## config.mk

```make
export PLATFORM = sky130hd
export DESIGN_NAME = openddr_addr_mapper
export DESIGN_NICKNAME = d
export VERILOG_FILES = /design/src/rtl/openddr_addr_mapper.sv
export SDC_FILE = /design/constraint.sdc
export NUM_CORES = 1
export LEC_CHECK = 0
export ABC_AREA = 1
export CAP_MARGIN = 0
export CORE_MARGIN = 2
export CORE_UTILIZATION = 30
export CTS_CLUSTER_DIAMETER = 30
export DETAILED_ROUTE_END_ITERATION = 10
export GPL_ROUTABILITY_DRIVEN = 0
export HOLD_SLACK_MARGIN = 0.15
export PLACE_DENSITY = 0.56
export SLEW_MARGIN = 20
export SYNTH_ARGS = -nofsm -noshare
export SYNTH_HDL_FRONTEND = slang
export SYNTH_SLANG_ARGS = --single-unit
export TNS_END_PERCENT = 5
```

## constraint.sdc

```tcl
create_clock -name clk -period 4.7 [get_ports clk]
set_input_delay 1.41 -clock clk [delete_from_list [all_inputs] [get_ports clk]]
set_output_delay 1.41 -clock clk [all_outputs]
set_load 0.03 [all_outputs]
```

## src/rtl/openddr_addr_mapper.sv

```systemverilog
// AXI-to-DDR address mapper: decodes a burst into rank/bank/row/column commands
// and splits bursts at DRAM page boundaries into back-to-back valid/ready commands.
module openddr_addr_mapper #(
  parameter int ADDR_WIDTH  = 40,
  parameter int RANK_WIDTH  = 1,
  parameter int BANK_WIDTH  = 3,
  parameter int ROW_WIDTH   = 16,
  parameter int COL_WIDTH   = 10,
  parameter int BYTE_OFFSET = 3,
  parameter int LEN_WIDTH   = 8
) (
  input  logic                  clk,
  input  logic                  rst,
  input  logic [1:0]            cfg_map_mode,
  input  logic                  cfg_xor_en,
  input  logic                  req_valid,
  output logic                  req_ready,
  input  logic [ADDR_WIDTH-1:0] req_addr,
  input  logic [LEN_WIDTH-1:0]  req_len,
  output logic                  cmd_valid,
  input  logic                  cmd_ready,
  output logic [RANK_WIDTH-1:0] cmd_rank,
  output logic [BANK_WIDTH-1:0] cmd_bank,
  output logic [ROW_WIDTH-1:0]  cmd_row,
  output logic [COL_WIDTH-1:0]  cmd_col,
  output logic [COL_WIDTH-1:0]  cmd_len,
  output logic                  cmd_last,
  output logic                  busy
);

  localparam int LW    = ADDR_WIDTH - BYTE_OFFSET;
  localparam int FW    = RANK_WIDTH + BANK_WIDTH + ROW_WIDTH + COL_WIDTH;
  localparam int REM_W = LEN_WIDTH + 1;
  localparam int CW    = (REM_W > COL_WIDTH + 1) ? REM_W : COL_WIDTH + 1;

  if (FW > LW) begin : g_width_check
    $error("openddr_addr_mapper: rank+bank+row+col widths exceed beat address width");
  end

  typedef enum logic {S_IDLE, S_ISSUE} state_t;

  typedef struct packed {
    logic [RANK_WIDTH-1:0] rank;
    logic [BANK_WIDTH-1:0] bank;
    logic [ROW_WIDTH-1:0]  row;
    logic [COL_WIDTH-1:0]  col;
    logic [COL_WIDTH-1:0]  len;
    logic                  last;
  } cmd_t;

  // Decode one command from a beat address; the command is clipped at the page end.
  function automatic cmd_t decode(input logic [FW-1:0]    b,
                                  input logic [1:0]       mode,
                                  input logic             xor_en,
                                  input logic [REM_W-1:0] rem);
    cmd_t                  c;
    logic [BANK_WIDTH-1:0] bank_f;
    logic [CW-1:0]         rem_x;
    logic [CW-1:0]         room_x;
    logic [CW-1:0]         take;
    // NOTE: start from known defaults so every path assigns every bit; no latch can form.
    c      = '0;
    bank_f = '0;
    c.col  = b[COL_WIDTH-1:0];
    case (mode)
      2'd1: begin
        c.row  = b[COL_WIDTH +: ROW_WIDTH];
        bank_f = b[COL_WIDTH + ROW_WIDTH +: BANK_WIDTH];
        c.rank = b[COL_WIDTH + ROW_WIDTH + BANK_WIDTH +: RANK_WIDTH];
      end
      2'd2: begin
        c.rank = b[COL_WIDTH +: RANK_WIDTH];
        bank_f = b[COL_WIDTH + RANK_WIDTH +: BANK_WIDTH];
        c.row  = b[COL_WIDTH + RANK_WIDTH + BANK_WIDTH +: ROW_WIDTH];
      end
      default: begin
        bank_f = b[COL_WIDTH +: BANK_WIDTH];
        c.row  = b[COL_WIDTH + BANK_WIDTH +: ROW_WIDTH];
        c.rank = b[COL_WIDTH + BANK_WIDTH + ROW_WIDTH +: RANK_WIDTH];
      end
    endcase
    c.bank = xor_en ? (bank_f ^ c.row[BANK_WIDTH-1:0]) : bank_f;
    rem_x  = CW'(rem);
    room_x = CW'({1'b1, {COL_WIDTH{1'b0}}}) - CW'(c.col);
    if (rem_x <= room_x) begin
      take   = rem_x;
      c.last = 1'b1;
    end else begin
      take   = room_x;
      c.last = 1'b0;
    end
    c.len = COL_WIDTH'(take - CW'(1));
    return c;
  endfunction

  state_t           state;
  logic [LW-1:0]    beat_q;
  logic [REM_W-1:0] rem_q;
  logic [1:0]       mode_q;
  logic             xor_q;
  cmd_t             cmd_q;

  logic [LW-1:0]      req_beat;
  logic [REM_W-1:0]   req_rem;
  logic [COL_WIDTH:0] step;
  logic [LW-1:0]      beat_adv;
  logic [REM_W-1:0]   rem_adv;
  cmd_t               accept_cmd;
  cmd_t               next_cmd;
  logic               unused_byte_bits;

  assign req_beat         = req_addr[ADDR_WIDTH-1:BYTE_OFFSET];
  assign unused_byte_bits = ^req_addr[BYTE_OFFSET-1:0];
  assign req_rem          = REM_W'(req_len) + REM_W'(1);

  // Beat address wraps naturally at the top of the LW-bit space.
  assign step       = {1'b0, cmd_q.len} + (COL_WIDTH + 1)'(1);
  assign beat_adv   = beat_q + LW'(step);
  assign rem_adv    = rem_q - REM_W'(step);
  assign accept_cmd = decode(req_beat[FW-1:0], cfg_map_mode, cfg_xor_en, req_rem);
  assign next_cmd   = decode(beat_adv[FW-1:0], mode_q, xor_q, rem_adv);

  // NOTE: non-blocking assignments make every register update see pre-edge values.
  always_ff @(posedge clk or posedge rst) begin
    if (rst) begin
      state     <= S_IDLE;
      req_ready <= 1'b0;
      cmd_valid <= 1'b0;
      busy      <= 1'b0;
      cmd_q     <= '0;
      beat_q    <= '0;
      rem_q     <= '0;
      mode_q    <= 2'd0;
      xor_q     <= 1'b0;
    end else begin
      case (state)
        S_IDLE: begin
          req_ready <= 1'b1;
          if (req_valid && req_ready) begin
            mode_q    <= cfg_map_mode;
            xor_q     <= cfg_xor_en;
            beat_q    <= req_beat;
            rem_q     <= req_rem;
            cmd_q     <= accept_cmd;
            cmd_valid <= 1'b1;
            busy      <= 1'b1;
            req_ready <= 1'b0;
            state     <= S_ISSUE;
          end
        end
        S_ISSUE: begin
          if (cmd_valid && cmd_ready) begin
            beat_q <= beat_adv;
            rem_q  <= rem_adv;
            if (cmd_q.last) begin
              cmd_valid <= 1'b0;
              busy      <= 1'b0;
              req_ready <= 1'b1;
              state     <= S_IDLE;
            end else begin
              cmd_q <= next_cmd;
            end
          end
        end
        default: state <= S_IDLE;
      endcase
    end
  end

  assign cmd_rank = cmd_q.rank;
  assign cmd_bank = cmd_q.bank;
  assign cmd_row  = cmd_q.row;
  assign cmd_col  = cmd_q.col;
  assign cmd_len  = cmd_q.len;
  assign cmd_last = cmd_q.last;

endmodule

```

==> impl_results.md <==
- Outcome: complete, no violations
- Min Clock Period, post-route: 4.49 ns
- Global-route wire length before repair: 42,100 µm
- Final period util: 0.955
- Cts bufs inserted: 9
- Layout Skew: 0.0123 ns
- Core Rows: 59
- Met2 WL: 11,800 µm
- Initial antenna violation count: 0
- Slowest CP cell: clkdlybuf4s50_1
- Total GRT Usage: 0.189
- EDFF count, synth: 0
- Die Wd: 166 µm
- Via density: 5.04
- Reg-to-reg setup timing slack: 0.40 ns
- Most frequent cells in the layout: nand2_1 (228), inv_1 (144), o21ai_0 (101)
- Top sig layer: met4
- Mapped cell area: 7880 µm²
- Initial Utilization: 0.304
- DRC Markers: 0
- Synth Register Bits: 86
- Sum of negative setup slack: 0 ns
- Setup violators final: 0
- Root buffer cell: clkbuf_16
- Crit path kind: primary input to flip-flop
- I/O pin total: 99
- Synth Flop Type: dfrtp_1
- PortBufs: 88
- Relative slew slack: 0.320
- Initial drt markers: 558
- Slew @ Worst Pin: 1.02 ns
- Cells after Synth: 1,175
- Crit path max-delay family: simple AND/OR/NAND/NOR gates
- Sequential fraction of the synthesis area: 0.273
- M1 WL: 12,900 µm
- Fin nets: 1,428
- # Max-Cap Violations: 0
- CP cell instances: clkdlybuf4s50_1, ha_2, and3_4, nand3_2, xor2_2, inv_1, ha_4, nand2_2, nor3_2, nand4_1, nand2_1, nor2_2, nand2_4, clkinvlp_4, o21ai_4, ha_4, inv_2, nor2_2, nand2_1, xnor2_1, a21oi_1, a21oi_1
- Hold Crit Class: flip-flop to flip-flop
- Routed vias: 8,389
- Final WL: 26,600 µm
- CP startpoint kind: primary input
- Final HPWL from detailed placement: 20,400 µm
- RSZ-0062 raised after global routing: yes
- Max H-tree Level: 3
- Final hold violation count: 0
- Routed wire per std cell: 16.0 µm
- WL met3: 1400 µm
- CTS tree: done
- Mapped Avg Cell Area: 6.70 µm²
- Share of post-route cells with drive strength above 1: 0.178
- Clk Latency, worst-skew pair: 0.36 ns
- WP data arrival: 4.74 ns
- Clock transition at the registers of the reported paths: 0.07 ns
- FMAX: 0.223 GHz
- Total die area: 27,600 µm²
- CP max stage delay: 0.49 ns
- Most common cell after layout, fill and taps aside: nand2_1
- Vias in the first global route: 7,860
- Synth Warn #: 0
- Synth Net Count: 1,279
- Clock tree sinks: 86
- Critical path peak fanout: 5
- Die Height: 166 µm
- Max-slew violations: 0
- Max Root-Sink Buffers: 2
- 1st-pass router iterations: 5
- WP data required: 4.95 ns
- Core Area: 25,900 µm²
- Buf/Inv on CP: 4
- Area Growth Syn to Fin: 32.0%
- Ys async rst share: 1.00
- # diodes: 0
- Crit end category: flip-flop
- Final antenna-violating net count: 0
- GRT overflow: 0
- Synth cell types: 47
- Largest net degree at the start of global routing: 67
-- metal layers --
metal | vias to the layer above | global-route usage
met5 | - | 0
met4 | 0 | 0.0522
met3 | 27 | 0.0307
met2 | 222 | 0.296
met1 | 3920 | 0.269
li1 | 4220 | -
-- Yosys cell counts (8+ instances only) --
library cell / count / area, µm²
o21ai_0: 106 / 531
inv_1: 152 / 571
xor2_1: 39 / 342
clkbuf_1: 38 / 143
xnor2_1: 10 / 87.6
nor3_1: 13 / 65.1
o22ai_1: 22 / 138
nor2_1: 95 / 357
a21oi_1: 80 / 400
nand2_2: 22 / 138
o21ai_1: 12 / 60.1
nand2_1: 236 / 886
nand4_1: 11 / 68.8
dfrtp_1: 86 / 2150
nand3_1: 63 / 315
o211ai_1: 15 / 113
a31oi_1: 37 / 231
nand3b_1: 10 / 75.1
ha_1: 47 / 588
nor2_2: 8 / 50.1
o221ai_1: 8 / 70.1
-- cell families (layout without fill, tap and decap cells) --
kind of cell | count (synthesis) | count (layout) | share of synthesized area
adder cells (fa/ha/maj) | 49 | 49 | 0.0797
AND/OR/NAND/NOR | 485 | 485 | 0.279
buffers and inverters | 211 | 365 | 0.102
flip-flops | 86 | 86 | 0.273
XOR/XNOR | 49 | 49 | 0.0545
AO/OA/AOI/OAI | 295 | 295 | 0.211
-- worst paths after layout --
kind,startpoint,endpoint,cells past startpoint
worst max-delay path,req_len[1],cmd_len[8],22
worst min-delay path,cmd_col[2],cmd_col[2],2
worst max register to register,cmd_len[0],cmd_len[8],28
worst min register to register,cmd_col[2],cmd_col[2],2
max in group asynchronous,rst,cmd_len[2],3
min in group asynchronous,rst,cmd_row[4],2
-- through the flow --
stage	setup WS [ns]	instances	util	hold WS (ns)	cell area (µm²)
after floorplan	0.384	1175	-	0.453	7880
final	0.209	1664	0.401	0.495	10400
after global placement	-0.338	1639	0.374	0.471	9690
after detailed placement	-0.426	1639	0.374	0.470	9690
after global routing	-0.0681	1664	0.401	0.511	10400
after CTS	-0.0347	1655	0.387	0.489	10000
-- worst reg2reg max path: cells and delay by family, from the launching register on --
family                   cells  cell delay [ns]
XOR/XNOR                     2             0.40
buffers and inverters        5             0.53
AND/OR/NAND/NOR             17             1.85
flip-flops                   1             0.44
adder cells (fa/ha/maj)      3             0.85
AO/OA/AOI/OAI                1             0.15
-- registers in the layout (all words and copies together), names as in the netlist --
register,count
cmd_row,16
beat_q,30
rem_q,9
busy,1
req_ready,1
cmd_last,1
cmd_bank,3
state,1
xor_q,1
mode_q,2
cmd_len,10
cmd_col,10
cmd_rank,1
-- what timing repair did --
item	4_1_cts	5_1_grt
resized for setup	3	74
endpoints found under the setup margin	4	9
buffers inserted	0	9
hold buffers	0	0
pin swaps	0	29
-- final cells by class --
type / instances / area (µm²)
Sequential cell: 86 / 2160
Multi-Input combinational cell: 878 / 5230
Clock inverter: 7 / 104
Timing Repair Buffer: 185 / 1650
Inverter: 164 / 621
Fill cell: 2693 / 15500
Tap cell: 335 / 419
Clock buffer: 9 / 225
Power is not shown: default switching activity piles up to over one toggle a cycle in this logic, so the estimate is an artifact.
